$ cat src/rtl/dot_product_pkg.sv
// Shared widths and phase type for the serial dot-product engine and its transmitter.
// The engine and transmitter both count phases 0..FRAME_LEN-1 from reset.
package dot_product_pkg;

  localparam int DATA_WIDTH   = 8;
  localparam int VECTOR_SIZE  = 3;
  localparam int FRAME_LEN    = 2 * VECTOR_SIZE;
  localparam int RESULT_WIDTH = 2 * DATA_WIDTH + 2;
  localparam int PHASE_W      = $clog2(FRAME_LEN);
  localparam int VEC_W        = VECTOR_SIZE * DATA_WIDTH;

  typedef logic [PHASE_W-1:0]    phase_t;
  typedef logic [DATA_WIDTH-1:0] word_t;
  typedef logic [VEC_W-1:0]      vec_t;

  localparam phase_t PH_LAST = phase_t'(FRAME_LEN - 1);

  function automatic phase_t next_phase(input phase_t ph);
    return (ph == PH_LAST) ? '0 : ph + phase_t'(1);
  endfunction

endpackage

$ cat src/rtl/dot_product_frame_buf.sv
// Holding and active frame-word registers; the frame word at i_idx is read combinationally.
// Load and launch take effect at the clock edge; the read path adds no latency.
module dot_product_frame_buf
  import dot_product_pkg::*;
(
  input  logic                  clk,
  input  logic                  resetn,
  input  logic                  i_load,
  input  logic [VEC_W-1:0]      i_a,
  input  logic [VEC_W-1:0]      i_b,
  input  logic                  i_launch,
  input  logic [PHASE_W-1:0]    i_idx,
  input  logic                  i_from_hold,
  output logic [DATA_WIDTH-1:0] o_word
);

  // Stored in frame order: A0..A(N-1) then B0..B(N-1).
  word_t r_hold [FRAME_LEN];
  word_t r_act  [FRAME_LEN];

  always_ff @(posedge clk) begin
    if (!resetn) begin
      for (int k = 0; k < FRAME_LEN; k++) begin
        r_hold[k] <= '0;
        r_act[k]  <= '0;
      end
    end else begin
      if (i_load) begin
        for (int i = 0; i < VECTOR_SIZE; i++) begin
          r_hold[i]               <= i_a[i*DATA_WIDTH +: DATA_WIDTH];
          r_hold[VECTOR_SIZE + i] <= i_b[i*DATA_WIDTH +: DATA_WIDTH];
        end
      end
      if (i_launch) begin
        for (int k = 0; k < FRAME_LEN; k++) begin
          r_act[k] <= r_hold[k];
        end
      end
    end
  end

  assign o_word = i_from_hold ? r_hold[i_idx] : r_act[i_idx];

endmodule

$ cat src/rtl/dot_product_tx.sv
// Serializes operand pairs into engine frames, captures each result one cycle into the next frame.
// Accept-to-result latency 13 cycles; in_ready drops while the single holding slot is occupied.
module dot_product_tx
  import dot_product_pkg::*;
(
  input  logic                    clk,
  input  logic                    resetn,
  input  logic                    in_valid,
  output logic                    in_ready,
  input  logic [VEC_W-1:0]        in_a,
  input  logic [VEC_W-1:0]        in_b,
  output logic [DATA_WIDTH-1:0]   tx_data,
  output logic                    tx_sof,
  output logic                    tx_active,
  input  logic                    eng_run,
  input  logic [RESULT_WIDTH-1:0] eng_result,
  output logic                    res_valid,
  output logic [RESULT_WIDTH-1:0] res_data,
  output logic                    sync_err
);

  phase_t                  r_ph;
  logic                    r_hold_full;
  logic                    r_frame_active;
  logic                    r_cap_due;
  word_t                   r_tx_data;
  logic                    r_res_valid;
  logic [RESULT_WIDTH-1:0] r_res_data;
  logic                    r_sync_err;

  logic   w_accept;
  logic   w_wrap;
  logic   w_launch;
  phase_t w_next_ph;
  word_t  w_word;
  word_t  w_tx_next;

  assign w_accept  = in_valid && !r_hold_full;
  assign w_wrap    = (r_ph == PH_LAST);
  assign w_launch  = w_wrap && r_hold_full;
  assign w_next_ph = next_phase(r_ph);

  dot_product_frame_buf u_frame_buf (
    .clk         (clk),
    .resetn      (resetn),
    .i_load      (w_accept),
    .i_a         (in_a),
    .i_b         (in_b),
    .i_launch    (w_launch),
    .i_idx       (w_next_ph),
    .i_from_hold (w_wrap),
    .o_word      (w_word)
  );

  // Word 0 of a new frame comes straight from the holding slot, because the
  // active registers are only loaded by the same edge that registers it.
  always_comb begin
    w_tx_next = '0;
    if (w_wrap) begin
      if (r_hold_full) w_tx_next = w_word;
    end else if (r_frame_active) begin
      w_tx_next = w_word;
    end
  end

  always_ff @(posedge clk) begin
    if (!resetn) begin
      r_ph           <= '0;
      r_hold_full    <= 1'b0;
      r_frame_active <= 1'b0;
      r_tx_data      <= '0;
    end else begin
      r_ph      <= w_next_ph;
      r_tx_data <= w_tx_next;
      if (w_accept) begin
        r_hold_full <= 1'b1;
      end else if (w_launch) begin
        r_hold_full <= 1'b0;
      end
      if (w_wrap) r_frame_active <= r_hold_full;
    end
  end

  // The engine presents a frame's result during phase 0 of the following frame.
  always_ff @(posedge clk) begin
    if (!resetn) begin
      r_cap_due   <= 1'b0;
      r_res_valid <= 1'b0;
      r_res_data  <= '0;
    end else begin
      r_res_valid <= 1'b0;
      if (w_wrap) begin
        r_cap_due <= r_frame_active;
      end else if ((r_ph == '0) && r_cap_due) begin
        r_res_data  <= eng_result;
        r_res_valid <= 1'b1;
        r_cap_due   <= 1'b0;
      end
    end
  end

  always_ff @(posedge clk) begin
    if (!resetn) begin
      r_sync_err <= 1'b0;
    end else if (eng_run != (r_ph == '0)) begin
      r_sync_err <= 1'b1;
    end
  end

  assign in_ready  = !r_hold_full;
  assign tx_data   = r_tx_data;
  assign tx_sof    = r_frame_active && (r_ph == '0);
  assign tx_active = r_frame_active;
  assign res_valid = r_res_valid;
  assign res_data  = r_res_data;
  assign sync_err  = r_sync_err;

endmodule

$ cat config.mk
export PLATFORM = sky130hd
export DESIGN_NAME = dot_product_tx
export DESIGN_NICKNAME = d
export VERILOG_FILES = /design/src/rtl/dot_product_pkg.sv /design/src/rtl/dot_product_frame_buf.sv /design/src/rtl/dot_product_tx.sv
export SDC_FILE = /design/constraint.sdc
export NUM_CORES = 1
export LEC_CHECK = 0
export CAP_MARGIN = 10
export CORE_ASPECT_RATIO = 1.1
export CORE_MARGIN = 2
export CORE_UTILIZATION = 52
export DETAILED_ROUTE_END_ITERATION = 7
export GPL_TIMING_DRIVEN = 0
export PLACE_DENSITY = 0.85
export SLEW_MARGIN = 20
export SYNTH_ARGS = -nofsm -noshare
export SYNTH_HDL_FRONTEND = slang
export SYNTH_SLANG_ARGS = --single-unit
$ cat constraint.sdc
create_clock -name clk -period 6.7 [get_ports clk]
set_clock_uncertainty 0.15 [all_clocks]
set_input_delay 1.34 -clock clk [delete_from_list [all_inputs] [get_ports clk]]
set_output_delay 1.34 -clock clk [all_outputs]
set_load 0.02 [all_outputs]
==> summary.txt <==
Status
  – Status: completed

Clocking
  – Buffers from clock root to sink, at most: 2
  – Clock tree from TritonCTS: yes
  – Count of clock tree sinks: 130
  – Number of levels in the clock H-tree: 4
  – TritonCTS Buffers: 17
  – Insertion delay of the later-clocked pin in the worst-skew pair: 0.52 ns
  – Number of gates resized after cts: 0
  – Number of hold-repair buffers added at the cts stage: 0
  – Clk slew on worst S/H paths: 0.06 ns
  – Buffer count from post-CTS setup fixing: 0
  – Buffer type at the clock tree root: sky130_fd_sc_hd__clkbuf_8

Drt
  – Routed via count: roughly 3400
  – Number of vias per cell: 5.34
  – Initial DRC Count: 232
  – Count of TritonRoute iterations in the first routing pass: 5
  – Antenna viol nets, final: 0
  – Total Routed Length: 10.9 mm
  – Detail-routed net length per standard cell: between 15 and 20 um
  – Drt drc: 0

Floorplan
  – Die Span X: ~100 um
  – Die Y: roughly 110 um
  – Number of placed I/O pins: between 100 and 150
  – Effective utilization at floorplan: 0.534
  – Core Area: just under 10000 um^2
  – Die Area: between 10000 and 15000 um^2
  – Number of cell rows: 38

Setup path
  – Crit Path Category: flip-flop to output port
  – Cells on worst reg2reg path: 6
  – Cells traversed along the worst timing path: buf_2, clkbuf_1, nor3_1, and2_1, clkdlybuf4s50_1
  – Slowest stage cell on the critical path: sky130_fd_sc_hd__clkdlybuf4s50_1
  – Crit path required time: 5.21 ns
  – Arrival time of the worst setup path: 2.43 ns
  – Number of gates on the worst path with buffers counted: 5
  – Largest fanout of any net on the critical path: 10
  – Buffers & Inverters on Critical Path: 3
  – Nature of the critical path startpoint: flip-flop
  – Slowest Stage Delay on Critical Path: ~0.60 ns
  – Cell family with most CP delay: buffers and inverters
  – Kind of end point of the critical path: output port

Yosys
  – Number of instances in the synthesized netlist: 389
  – Synth Flop Type: sky130_fd_sc_hd__edfxtp_1
  – Area share of the largest cell type after synthesis: 0.546
  – Count of yosys warnings during synthesis: 0
  – Average footprint of a synthesized cell: 13.6 um^2
  – Post-synthesis sequential area ratio: 0.675
  – Cell type with the largest total area after synthesis: sky130_fd_sc_hd__edfxtp_1
  – Post-synthesis async set-or-reset flop share: 0
  – #FFs+latches synth: 130
  – Unique masters post-synth: 37
  – Nets in the synthesized netlist: 459
  – Cell area after technology mapping: 5280 um^2
  – Cells taking the most area after synthesis: sky130_fd_sc_hd__edfxtp_1, sky130_fd_sc_hd__dfxtp_1, sky130_fd_sc_hd__and2_1
  – Number of flops mapped to enable cells by yosys: 96

Global route
  – GRT Overall Usage: 0.211
  – Number of antenna violations at the first check in global routing: 0
  – Via count of the first global-routing pass: 3337
  – Overall overflow remaining after global route: 0
  – Pin count of the biggest net entering global routing: 27
  – Global-route wire length before repair: ~17 mm

Place
  – HPWL after detailed placement: 7.52 mm
  – Number of buffer cells added on primary ports: 100
  – Placed cell areas: 6560 um^2
  – Post-Place Worst Slack: 3.03 ns
  – Final Wtd Congestion: 0.837

Final layout
  – Number of nets in the layout: just under 600
  – Ratio of cells with drive above 1 in the final layout: 0.0914
  – Antenna diode count: 0
  – Layout Area Growth over Synthesis: 35.2%
  – Post-route cell area: roughly 7000 um^2

STA
  – Sum of negative setup slack: 0 ns
  – Number of slew-limit violations in the final report: 0
  – Count of endpoints failing setup in the final report: 0
  – Slew headroom: 0.637
  – Time the worst path needs with I/O delays and setup: 3.92 ns
  – Unrepaired setup endpoints after global routing: false
  – Peak clock frequency supported by timing: 255 MHz
  – Worst hold slack: 0.302 ns
  – Worst Tran Pin Value: 0.545 ns
  – Final hold violation count: 0
  – Worst Slack Setup Final: 2.78 ns
  – Final Cycle Share: 0.585

Run
  – Max-cap check violation count: 0

Min path
  – Class of the most critical hold timing path: flip-flop to flip-flop
  – Hold path cells: 2

Pwr
  – Power density of the placed cells: 269 nW/um^2
  – P_leak: 2.81 nW
  – Max rail drop VDD: 0.000233 V
## state kept, by name, summed over array words and instances, names as in the netlist
signal / flops
u_frame_buf.r_hold: 48
r_hold_full: 1
r_cap_due: 1
res_valid: 1
res_data: 18
tx_data: 8
u_frame_buf.r_act: 48
tx_active: 1
r_ph: 3
sync_err: 1
## cells in the mapped netlist (all sizes together), types with 2 or more instances
library cell	instances
a211o	7
mux4	8
o21a	2
nand4b	7
and2	51
nand3b	9
edfxtp	96
inv	3
and3	49
a21boi	20
a21oi	9
nand2	38
dfxtp	34
buf	9
o21ai	4
nor2b	5
clkbuf	23
## per-stage QoR
stage	utilization	cells	total power [mW]
finish	0.722	645	1.92
global route	0.722	645	1.97
CTS	0.722	645	1.93
detailed placement	0.663	613	1.05
global placement	0.650	609	1.04
floorplan	-	389	0.981
## cell families after synthesis
group | after synthesis | share of synthesized area
simple gates | 169 | 0.192
compound gates | 45 | 0.0604
mux | 9 | 0.0381
buf+inv | 35 | 0.0329
flops | 130 | 0.675
xor+xnor | 1 | 0.00166
## metal layers
layer / vias up / GRT usage / wire length (um)
met5: - / 0 / 0
met1: 1601 / 0.248 / 4320
met4: 0 / 0.0978 / 232
met2: 165 / 0.358 / 5430
li1: 1665 / - / -
met3: 15 / 0.0648 / 909
## cell usage in the layout (no fill, tap or decap), types with 2 or more instances in the layout
cell type,synthesis,final
sky130_fd_sc_hd__nand3b_1,9,9
sky130_fd_sc_hd__clkbuf_16,0,18
sky130_fd_sc_hd__edfxtp_1,96,96
sky130_fd_sc_hd__nand4b_1,7,7
sky130_fd_sc_hd__a211o_1,7,7
sky130_fd_sc_hd__a21boi_1,10,10
sky130_fd_sc_hd__inv_1,3,3
sky130_fd_sc_hd__nand2_1,38,38
sky130_fd_sc_hd__a21oi_1,9,9
sky130_fd_sc_hd__clkinv_2,0,2
sky130_fd_sc_hd__o21a_1,2,2
sky130_fd_sc_hd__and3_1,49,49
sky130_fd_sc_hd__buf_16,0,3
sky130_fd_sc_hd__clkbuf_1,23,28
sky130_fd_sc_hd__o21ai_0,4,2
sky130_fd_sc_hd__buf_6,3,3
sky130_fd_sc_hd__mux4_1,3,3
sky130_fd_sc_hd__and2_1,51,51
sky130_fd_sc_hd__dfxtp_1,34,34
sky130_fd_sc_hd__clkdlybuf4s50_1,0,100
sky130_fd_sc_hd__mux4_2,5,5
sky130_fd_sc_hd__clkbuf_8,0,5
sky130_fd_sc_hd__nor2b_1,5,5
sky130_fd_sc_hd__o21ai_4,0,2
sky130_fd_sc_hd__a21boi_0,10,10
sky130_fd_sc_hd__buf_2,4,4
## tightest hold or removal path, stage by stage, from the launching register on
cell	delay, ns
sky130_fd_sc_hd__dfxtp_1	0.30
sky130_fd_sc_hd__nand2_1	0.05
sky130_fd_sc_hd__a21boi_1	0.05
## area by class of cell
cell class	count	area (um^2)
sequential	130	3560
fill	663	2750
multi-input combinational	224	1570
timing repair buffer	104	1100
clock buffer	28	538
buffer	32	163
tap	120	150
clock inverter	4	43.8
inverter	3	11.3
## report_power, final
group          internal (mW)  switching, mW  total, mW
Combinational         0.0702         0.0542      0.124
Clock                  0.574          0.308      0.882
Sequential             0.901         0.0104      0.911
Total                   1.54          0.373       1.92
## worst paths after layout
path                                          startpoint                                    end  slack [ns]
worst min register to register  res_data[7]$_SDFFE_PN0P_               res_data[7]$_SDFFE_PN0P_        0.30
worst max-delay path                  r_ph[1]$_SDFF_PN0_                                 tx_sof        2.78
worst max register to register        r_ph[0]$_SDFF_PN0_  u_frame_buf.r_act[1][5]$_SDFFCE_PN0P_        4.32
worst min-delay path            res_data[7]$_SDFFE_PN0P_               res_data[7]$_SDFFE_PN0P_        0.30
(Power assumes the default switching activity.)
